==> config.mk <==
export PLATFORM = sky130hd
export DESIGN_NAME = prog_muxn_flat
export DESIGN_NICKNAME = d
export VERILOG_FILES = /design/src/rtl/prog_muxn_if.sv /design/src/rtl/prog_muxn.sv /design/src/flat_wrapper.sv
export SDC_FILE = /design/constraint.sdc
export NUM_CORES = 1
export LEC_CHECK = 0
export ABC_AREA = 1
export CORE_ASPECT_RATIO = 0.8
export CORE_MARGIN = 8
export CORE_UTILIZATION = 45
export CTS_CLUSTER_SIZE = 25
export DETAILED_ROUTE_END_ITERATION = 8
export PLACE_DENSITY_LB_ADDON = 0.08
export SLEW_MARGIN = 20
export SYNTH_ARGS = -nofsm -noshare
export SYNTH_HDL_FRONTEND = slang
export SYNTH_SLANG_ARGS = --single-unit
==> constraint.sdc <==
create_clock -name prog_clk -period 1.5 [get_ports prog_clk]
set_input_delay 0.375 -clock prog_clk [delete_from_list [all_inputs] [get_ports prog_clk]]
set_output_delay 0.375 -clock prog_clk [all_outputs]
set_load 0.01 [all_outputs]
==> src/rtl/prog_muxn_if.sv <==
// Bus bundle for one programmable N-to-1 mux: data inputs, serial config chain
// and status outputs. The chain link (prog_out -> next prog_in) is wired outside.
interface prog_muxn_if #(
  parameter int N_INPUTS = 16
);
  logic [N_INPUTS-1:0] in;
  logic                prog_in;
  logic                prog_en;
  logic                prog_load;
  logic                out;
  logic                prog_out;
  logic                sel_valid;
  logic [7:0]          shift_cnt;

  modport master (
    output in, prog_in, prog_en, prog_load,
    input  out, prog_out, sel_valid, shift_cnt
  );

  modport slave (
    input  in, prog_in, prog_en, prog_load,
    output out, prog_out, sel_valid, shift_cnt
  );
endinterface

==> src/rtl/prog_muxn.sv <==
// Programmable N-to-1 mux whose select is loaded through a serial scan chain
// (MSB-first shift register) and committed atomically with prog_load.
module prog_muxn #(
  parameter int N_INPUTS    = 16,
  parameter int SEL_W       = 4,
  parameter int DEFAULT_SEL = 0,
  parameter int REG_OUT     = 0
) (
  input logic       prog_clk,
  input logic       prog_rst_n,
  prog_muxn_if.slave bus
);

  localparam int          PAD_W   = 1 << SEL_W;
  localparam logic [31:0] N_LIMIT = 32'(N_INPUTS);

  typedef enum logic {IDLE, SHIFT} mode_t;

  mode_t            mode;
  logic [SEL_W-1:0] shreg;
  logic [SEL_W-1:0] shreg_next;
  logic [SEL_W-1:0] shift_val;
  logic [SEL_W-1:0] act_sel;
  logic [SEL_W-1:0] act_sel_next;
  logic [7:0]       cnt;
  logic [7:0]       cnt_next;
  logic [PAD_W-1:0] in_pad;
  logic             sel_ok;
  logic             mux_val;

  // A one-bit select has no retained bits, so the shift just takes prog_in.
  if (SEL_W == 1) begin : g_shift_1
    assign shift_val = bus.prog_in;
  end else begin : g_shift_n
    assign shift_val = {shreg[SEL_W-2:0], bus.prog_in};
  end

  always_ff @(posedge prog_clk or negedge prog_rst_n) begin
    if (!prog_rst_n) begin
      shreg   <= '0;
      act_sel <= SEL_W'(DEFAULT_SEL);
      cnt     <= '0;
    end else begin
      shreg   <= shreg_next;
      act_sel <= act_sel_next;
      cnt     <= cnt_next;
    end
  end

  always_comb begin
    mode         = bus.prog_en ? SHIFT : IDLE;
    shreg_next   = shreg;
    act_sel_next = act_sel;
    cnt_next     = cnt;
    // Commit samples the pre-shift contents even when a shift shares the edge.
    if (bus.prog_load) begin
      act_sel_next = shreg;
    end
    unique case (mode)
      SHIFT: begin
        shreg_next = shift_val;
        if (bus.prog_load) begin
          cnt_next = 8'd1;
        end else if (cnt != 8'hFF) begin
          cnt_next = cnt + 8'd1;
        end
      end
      IDLE: begin
        if (bus.prog_load) begin
          cnt_next = 8'd0;
        end
      end
      default: begin
        shreg_next = shreg;
      end
    endcase
  end

  // Zero-pad the inputs so every select code indexes a real bit.
  always_comb begin
    in_pad = '0;
    for (int i = 0; i < N_INPUTS && i < PAD_W; i++) begin
      in_pad[i] = bus.in[i];
    end
  end

  assign sel_ok  = (32'(act_sel) < N_LIMIT);
  assign mux_val = sel_ok & in_pad[act_sel];

  if (REG_OUT != 0) begin : g_reg_out
    logic out_q;
    always_ff @(posedge prog_clk or negedge prog_rst_n) begin
      if (!prog_rst_n) begin
        out_q <= 1'b0;
      end else begin
        out_q <= mux_val;
      end
    end
    assign bus.out = out_q;
  end else begin : g_comb_out
    assign bus.out = mux_val;
  end

  assign bus.prog_out  = shreg[SEL_W-1];
  assign bus.sel_valid = sel_ok;
  assign bus.shift_cnt = cnt;

endmodule

==> src/flat_wrapper.sv <==
// flat-port wrapper written by rule: the top's interface ports become plain ports
module prog_muxn_flat 
#(
  parameter int N_INPUTS    = 16,
  parameter int SEL_W       = 4,
  parameter int DEFAULT_SEL = 0,
  parameter int REG_OUT     = 0
)
  (prog_clk, prog_rst_n, bus_in, bus_prog_in, bus_prog_en, bus_prog_load, bus_out, bus_prog_out, bus_sel_valid, bus_shift_cnt);
  prog_muxn_if #(.N_INPUTS(N_INPUTS)) bus_i ();
  input logic prog_clk;
  input logic prog_rst_n;
  input wire logic [$bits(bus_i.in)-1:0] bus_in;
  input wire logic [$bits(bus_i.prog_in)-1:0] bus_prog_in;
  input wire logic [$bits(bus_i.prog_en)-1:0] bus_prog_en;
  input wire logic [$bits(bus_i.prog_load)-1:0] bus_prog_load;
  output wire logic [$bits(bus_i.out)-1:0] bus_out;
  output wire logic [$bits(bus_i.prog_out)-1:0] bus_prog_out;
  output wire logic [$bits(bus_i.sel_valid)-1:0] bus_sel_valid;
  output wire logic [$bits(bus_i.shift_cnt)-1:0] bus_shift_cnt;
  assign bus_i.in = bus_in;
  assign bus_i.prog_in = bus_prog_in;
  assign bus_i.prog_en = bus_prog_en;
  assign bus_i.prog_load = bus_prog_load;
  assign bus_out = bus_i.out;
  assign bus_prog_out = bus_i.prog_out;
  assign bus_sel_valid = bus_i.sel_valid;
  assign bus_shift_cnt = bus_i.shift_cnt;
  prog_muxn #(.N_INPUTS(N_INPUTS), .SEL_W(SEL_W), .DEFAULT_SEL(DEFAULT_SEL), .REG_OUT(REG_OUT)) u_core (.prog_clk(prog_clk), .prog_rst_n(prog_rst_n), .bus(bus_i));
endmodule
==> flow_summary.rst, run 1 <==
.. list-table::
   :header-rows: 1

   * - Metric
     - Value
   * - Max Fanout on Critical Path
     - 6
   * - Data required time at the worst endpoint
     - 1.12 ns
   * - Final worst path period share
     - 116.2%
   * - Hold-fix buffer count after cts
     - 0
   * - Height of the die
     - 58.61 µm
   * - Total DRC errors in the routed layout
     - 0
   * - Count of fill cells added during filler insertion
     - 171
   * - Worst setup SP type
     - flip-flop
   * - Flip-flop cell with the highest count after synthesis
     - dfrtp_1
   * - Number of synthesized flops with an enable pin
     - 0
   * - Routed length per placed instance
     - 12.49 µm
   * - Number of endpoints with negative hold slack in the final report
     - 0
   * - Clock-pin slew of the registers on the worst-case setup and hold paths
     - 0.10 ns
   * - First-pass GRT wire length
     - 4.836 mm
   * - Sum Neg Setup Slack
     - -0.2424 ns
   * - CP Data Arrival Time
     - 1.37 ns
   * - Clock insertion delay at the later pin of the skew report
     - 0.29 ns
   * - Worst Slack Setup Final
     - -0.2424 ns
   * - Area share of the leading cell type in the synthesized netlist
     - 39.22%
   * - Clock buffer count from CTS
     - 3
   * - Upper clock frequency limit
     - 0.5739 GHz
   * - Number of H-tree branching levels
     - 1
   * - Setup Skew
     - 0.004686 ns
   * - List of cells traversed by the critical path
     - buf_6 > nand2_1 > nand3_2 > nand3_2 > nand3_1 > nand2_1 > buf_2
   * - Register area share after synthesis
     - 39.22%
   * - Number of global-route vias before repair
     - 1065
   * - DRT Pass-1 Iters
     - 4
   * - Unrepaired setup endpoints after global routing
     - true
   * - Pin count of the biggest net entering global routing
     - 17
   * - N_diodes
     - 0
   * - Top-level I/O count
     - 32
   * - Die X
     - 69.26 µm
   * - Flip-flop and latch count after synthesis
     - 16
   * - Effective utilization at floorplan
     - 47.30%
   * - PwrDens
     - 714.2 nW/µm²
   * - Yosys synthesis warning count
     - 0
   * - Area of placed instances
     - 1435 µm²
   * - CTS Root Cell
     - clkbuf_4
   * - Max-slew violation count
     - 0
   * - Clock period minus worst slack
     - 1.742 ns
   * - Maximum clock path buffer count
     - 2
   * - Port Buffers
     - 30
   * - Total Die Area
     - 4059 µm²
   * - Antenna violations before repair
     - 0
   * - Final count of negative-setup-slack endpoints
     - 1
   * - Worst path max stage delay
     - 0.45 ns
   * - Status
     - finished, violations left
   * - Top post-synthesis cells by count
     - 55 x nand2_1, 19 x nand3_1, 17 x inv_1, 16 x dfrtp_1, 8 x inv_2
   * - Library cell with the largest summed area after synthesis
     - dfrtp_1
   * - Worst hold slack
     - 0.3837 ns
   * - Initial detailed-routing violation count
     - 56
   * - Last weighted congestion value of the routability-driven placer
     - 0.9737
   * - DRT Wirelength
     - 2.822 mm
   * - Path category of the worst min-delay check
     - in -> async
   * - Final global-route overflow total
     - 0
   * - Total of max-cap violations
     - 0
   * - Count of antenna-violating nets left after detailed routing
     - 0
   * - Core region area
     - 2158 µm²
   * - Sum of net half-perimeters after detailed placement
     - 2.095 mm
   * - Number of nets in the layout
     - 224
   * - Number of distinct library cells after synthesis
     - 20
   * - DR vias/cell
     - 4.947
   * - Std cell rows
     - 15
   * - Cell types with the largest area share after synthesis
     - dfrtp_1 39%, nand2_1 20%, nand3_1 9.3%
   * - Gate count after technology mapping
     - 150
   * - Total nets after synthesis
     - 172
   * - Clock sink total
     - 16
   * - Mean post-synth cell area
     - 6.807 µm²
   * - Post-route design area
     - 1556 µm²
   * - Violated checks
     - negative setup slack
   * - Most instantiated library cell after synthesis
     - nand2_1
   * - Share of async-settable or async-resettable flops after synthesis
     - 100.0%
   * - Endpoint class of the critical path
     - primary output
   * - End-of-flow core utilization
     - 72.12%
   * - Synth Cell Area
     - 1021 µm²
   * - Lkg Pwr
     - 0.0008543 µW
   * - Combined global-route utilization of all metal layers
     - 14.11%
   * - Share of cells above drive strength 1
     - 24.38%
   * - Slowest stage cell on the critical path
     - dfrtp_2
   * - Worst supply voltage drop on vdd
     - 0.5882 mV
   * - Path type of the worst setup path
     - reg -> out
   * - CTS tree
     - done
   * - Routed via count
     - 1118
   * - Layout-stage area growth over the synthesis result
     - 52.45%
[final timing paths]
kind | start | endpoint | slack, ns | cells after the start
hold reg to reg | u_core.shreg[3] | u_core.shreg[3] | 0.50 | 2
setup / recovery | u_core.act_sel[0] | bus_out | -0.24 | 7
hold / removal | prog_rst_n | u_core.shreg[3] | 0.38 | 2
setup reg to reg | u_core.bus.shift_cnt[0] | u_core.bus.shift_cnt[2] | 0.13 | 8
max in group asynchronous | prog_rst_n | u_core.act_sel[0] | 0.92 | 2
min in group prog_clk | u_core.shreg[3] | u_core.shreg[3] | 0.50 | 2
[cell type report]
| type | count | area, µm² | share of cell area [%] |
|---|---|---|---|
| multi-input cells | 104 | 539.3 | 34.65 |
| clock buffers | 4 | 36.28 | 2.331 |
| flip-flops and latches | 16 | 401.6 | 25.80 |
| well taps | 25 | 31.28 | 2.010 |
| repair buffers | 51 | 445.4 | 28.62 |
| inverters | 26 | 102.6 | 6.592 |
[per-layer routing]
| layer | up-vias | wire length (µm) | global-route usage (%) | part of all wire (%) |
|---|---|---|---|---|
| met4 | 0 | 9 | 3.790 | 0.32 |
| li1 | 567 | - | - | - |
| met3 | 2 | 207 | 5.201 | 7.3 |
| met2 | 43 | 1311 | 21.65 | 46 |
| met5 | - | 0 | 0 | 0 |
| met1 | 506 | 1293 | 18.23 | 46 |
[registers in the layout (all words and copies together), names as in the netlist]
| signal | cells |
|---|---|
| u_core.shreg | 4 |
| u_core.act_sel | 4 |
| u_core.bus.shift_cnt | 8 |
[through the flow]
step                      std cells  power, µW  setup WS (ns)
final                           226       1112        -0.2424
after global routing            226       1174        -0.3446
after CTS                       225       1086        -0.2173
after detailed placement        215      807.1        -0.6266
after global placement          215      802.9        -0.6219
after floorplan                 150      637.9         0.1719
[logic make-up after synthesis]
| group | Yosys count | synth area share (%) |
|---|---|---|
| AND/OR/NAND/NOR | 87 | 38.73 |
| XOR/XNOR | 1 | 0.8580 |
| buffers and inverters | 30 | 11.89 |
| other | 1 | 0.3673 |
| flip-flops | 16 | 39.22 |
| AO/OA/AOI/OAI | 14 | 7.720 |
| adder cells (fa/ha/maj) | 1 | 1.225 |
[critical path, delay by kind of cell (launching register included)]
family	cells	cell delay, ns
flip-flops	1	0.45
AND/OR/NAND/NOR	5	0.36
buffers and inverters	2	0.26
[where the power goes]
part / switching [µW] / internal (µW) / total (µW) / leakage, µW
clock: 142 / 148 / 290 / 0.0000210
combinational: 161 / 171 / 332 / 0.000624
sequential: 24.6 / 464 / 489 / 0.000210
[cells in the final DEF, fill, tap and decap left out, drive strengths merged, types with 7 or more instances in the layout]
cell | Yosys | final
nand3 | 19 | 19
o21ai | 7 | 7
nand2 | 59 | 59
buf | 4 | 22
nor2 | 7 | 7
clkdlybuf4s50 | 0 | 20
dlygate4sd2 | 0 | 9
dfrtp | 16 | 16
inv | 25 | 26
[what timing repair did]
action / CTS / global route
setup endpoints to repair: 10 / 8
resized for setup: 14 / 12
pin swaps: 0 / 7
buffers inserted: 6 / 1
No activity file was read; power rests on OpenSTA's default activity.
==> run 2, diff against run 1 <==
--- a/config.mk
+++ b/config.mk
@@ -6,6 +6,7 @@
 export NUM_CORES = 1
 export LEC_CHECK = 0
 export ABC_AREA = 1
+export ABC_CLOCK_PERIOD_IN_PS = 1500
 export CORE_ASPECT_RATIO = 0.8
 export CORE_MARGIN = 8
 export CORE_UTILIZATION = 45
==> results of run 2 <==
The final DEF is identical to that of run 1; final timing and power are the same.
==> run 3, diff against run 2 <==
--- a/config.mk
+++ b/config.mk
@@ -13,7 +13,8 @@
 export CTS_CLUSTER_SIZE = 25
 export DETAILED_ROUTE_END_ITERATION = 8
 export PLACE_DENSITY_LB_ADDON = 0.08
-export SLEW_MARGIN = 20
+export SETUP_SLACK_MARGIN = 0.15
+export SLEW_MARGIN = 25
 export SYNTH_ARGS = -nofsm -noshare
 export SYNTH_HDL_FRONTEND = slang
 export SYNTH_SLANG_ARGS = --single-unit
==> run 3 against run 2 <==
Compared with the run above:
- the run still ends with negative setup slack left
- design area rose by 5.5%
- critical path depth did not move
- combinational power rose by 7.8%
- total power grew 1.7%
- clock skew up 0.00068 ns
- register-to-register slack got worse by 0.04 ns
- core utilization rose by 3.9 points
- critical path type unchanged
==> flow_summary.rst, run 3 (synthesized netlist as in run 1, its figures left out) <==
.. list-table::
   :header-rows: 1

   * - Metric
     - Value
   * - Status
     - finished, violations left (unchanged)
   * - Violated checks
     - negative setup slack (unchanged)
   * - CP Data Arrival Time
     - 1.38 ns (was 1.37 ns)
   * - Busiest metal layer after global routing
     - met2 (unchanged)
   * - Flip-flop count of the largest register, all copies and words added
     - 8 (unchanged)
   * - Total Power Consumption
     - 1131 µW (was 1112 µW)
   * - Worst path max stage delay
     - 0.45 ns (about the same)
   * - Antenna violations before repair
     - 0 (unchanged)
   * - Routed via count
     - 1138 (was 1118)
   * - Path category of the worst min-delay check
     - in -> async (unchanged)
   * - Worst supply voltage drop on vdd
     - 0.5860 mV (was 0.5882 mV)
   * - Max Fanout on Critical Path
     - 6 (unchanged)
   * - Final count of negative-setup-slack endpoints
     - 1 (unchanged)
   * - CTS Root Cell
     - clkbuf_4 (unchanged)
   * - Top-level I/O count
     - 32 (unchanged)
   * - Worst Slack Setup Final
     - -0.2528 ns (was -0.2424 ns)
   * - M1 GR Usage
     - 18.23% (unchanged)
   * - Met2 track utilization from global routing
     - 21.65% (unchanged)
   * - Combined global-route utilization of all metal layers
     - 14.32% (was 14.11%)
   * - Total of max-cap violations
     - 0 (unchanged)
   * - PwrDens
     - 688.8 nW/µm² (was 714.2 nW/µm²)
   * - Minimum setup slack among reg-to-reg paths
     - 0.09 ns (was 0.13 ns)
   * - Initial detailed-routing violation count
     - 61 (was 56)
   * - Std cell rows
     - 15 (unchanged)
   * - Upper clock frequency limit
     - 0.5705 GHz (was 0.5739 GHz)
   * - Share of cells above drive strength 1
     - 30.10% (was 24.38%)
   * - DR vias/cell
     - 4.926 (was 4.947)
   * - Most common library cell in the layout ignoring fill and taps
     - nand2_1 (unchanged)
   * - List of cells traversed by the critical path
     - buf_6 > nand2_1 > nand3_2 > nand3_2 > nand3_1 > nand2_1 > buf_2 (unchanged)
   * - Number of global-route vias before repair
     - 1089 (was 1065)
   * - Slowest stage cell on the critical path
     - dfrtp_2 (unchanged)
   * - DRT Pass-1 Iters
     - 5 (was 4)
   * - Critical register-to-register path startpoint
     - u_core.bus.shift_cnt[1] (was u_core.bus.shift_cnt[0])
   * - Core region area
     - 2158 µm² (unchanged)
   * - Cell family contributing the most delay on the critical path
     - flip-flops (unchanged)
   * - Global Route met3 Usage
     - 5.537% (was 5.201%)
   * - DP Worst Slack
     - -0.6266 ns (unchanged)
   * - Height of the die
     - 58.61 µm (unchanged)
   * - Clock sink total
     - 16 (unchanged)
   * - Port Buffers
     - 30 (unchanged)
   * - Total DRC errors in the routed layout
     - 0 (unchanged)
   * - Buffer and inverter count on the worst path
     - 2 (unchanged)
   * - Path type of the worst setup path
     - reg -> out (unchanged)
   * - Routed length per placed instance
     - 12.89 µm (was 12.49 µm)
   * - Clock period minus worst slack
     - 1.753 ns (was 1.742 ns)
   * - Commonest non-fill, non-tap cells in the layout
     - 46 x nand2_1, 22 x buf_4, 20 x clkdlybuf4s50_1 (was 52 x nand2_1, 20 x clkdlybuf4s50_1, 20 x buf_4)
   * - Data required time at the worst endpoint
     - 1.12 ns (about the same)
   * - Last weighted congestion value of the routability-driven placer
     - 0.9737 (unchanged)
   * - Clock insertion delay at the later pin of the skew report
     - 0.29 ns (about the same)
   * - Endpoint class of the critical path
     - primary output (unchanged)
   * - DRT Wirelength
     - 2.978 mm (was 2.822 mm)
   * - Die X
     - 69.26 µm (unchanged)
   * - Worst setup SP type
     - flip-flop (unchanged)
   * - Hold-fix buffer count after cts
     - 0 (unchanged)
   * - Worst setup path endpoint
     - bus_out (unchanged)
   * - Sum Neg Setup Slack
     - -0.2528 ns (was -0.2424 ns)
   * - Final global-route overflow total
     - 0 (unchanged)
   * - Count of antenna-violating nets left after detailed routing
     - 0 (unchanged)
   * - Maximum clock path buffer count
     - 2 (unchanged)
   * - Unrepaired setup endpoints after global routing
     - true (unchanged)
   * - Final worst path period share
     - 116.9% (was 116.2%)
   * - Max-slew violation count
     - 0 (unchanged)
   * - Number of H-tree branching levels
     - 1 (unchanged)
   * - N_diodes
     - 0 (unchanged)
   * - First-pass GRT wire length
     - 4.899 mm (was 4.836 mm)
   * - Total Die Area
     - 4059 µm² (unchanged)
   * - Clock-pin slew of the registers on the worst-case setup and hold paths
     - 0.09 ns (was 0.10 ns)
   * - Start point of the critical path
     - u_core.act_sel[0] (unchanged)
   * - CTS tree
     - done (unchanged)
   * - Effective utilization at floorplan
     - 47.30% (unchanged)
   * - Terminus of the critical flop-to-flop path
     - u_core.bus.shift_cnt[1] (was u_core.bus.shift_cnt[2])
   * - Sum of net half-perimeters after detailed placement
     - 2.095 mm (unchanged)
   * - Layout-stage area growth over the synthesis result
     - 60.78% (was 52.45%)
   * - Cell count along the critical path
     - 7 (unchanged)
   * - Setup Skew
     - 0.005366 ns (was 0.004686 ns)
   * - Clock buffer count from CTS
     - 3 (unchanged)
   * - Count of fill cells added during filler insertion
     - 160 (was 171)
   * - Lkg Pwr
     - 0.0008591 µW (was 0.0008543 µW)
   * - Pin count of the biggest net entering global routing
     - 17 (unchanged)
   * - Reg2Reg Depth
     - 10 (was 8)
   * - Number of endpoints with negative hold slack in the final report
     - 0 (unchanged)
   * - Number of nets in the layout
     - 229 (was 224)
## run 3: layer usage
metal,vias to the layer above,wire length (µm)
met5,-,0
met4,0,29
met3,6,240
met2,48,1386
met1,512,1322
li1,572,-
## run 3: worst min-delay path by stage
stage / startpoint / to / slack (ns) / cells after the start
after global placement: u_core.shreg[1] / u_core.act_sel[1] / 0.48 / 2
after global routing: prog_rst_n / u_core.act_sel[1] / 0.40 / 2
after detailed placement: u_core.shreg[3] / u_core.shreg[3] / 0.48 / 2
after floorplan: prog_rst_n / u_core.act_sel[0] / 0.08 / 0
after CTS: prog_rst_n / u_core.shreg[3] / 0.39 / 2
final: prog_rst_n / u_core.act_sel[1] / 0.39 / 2
## run 3: report_power, final
| group | internal, µW | switching, µW |
|---|---|---|
| clock | 148 | 135 |
| combinational | 188 | 170 |
| sequential | 464 | 25.2 |
| total | 800 | 330 |
## run 3: through the flow
| stage | cell area [µm²] | instances | hold slack, ns | util, % |
|---|---|---|---|---|
| 2_1_floorplan | 1021 | 150 | 0.07941 | - |
| 6_report | 1642 | 231 | 0.3855 | 76.06 |
| 5_1_grt | 1642 | 231 | 0.3989 | 76.06 |
| 3_5_place_dp | 1435 | 215 | 0.4846 | 66.49 |
| 3_3_place_gp | 1435 | 215 | 0.4818 | 66.49 |
| 4_1_cts | 1545 | 227 | 0.3913 | 71.59 |
## run 3: area by class of cell
type                    instances  area, µm²  share of cell area (%)
inverters                      26      105.1                   6.402
well taps                      25      31.28                   1.905
clock buffers                   4      36.28                   2.210
flip-flops and latches         16      401.6                   24.47
repair buffers                 56      505.5                   30.79
multi-input cells             104      561.8                   34.22
## run 3: what timing repair did
action | CTS | global route
pin swaps | 3 | 11
resized for setup | 20 | 26
setup endpoints to repair | 16 | 16
buffers inserted | 8 | 4
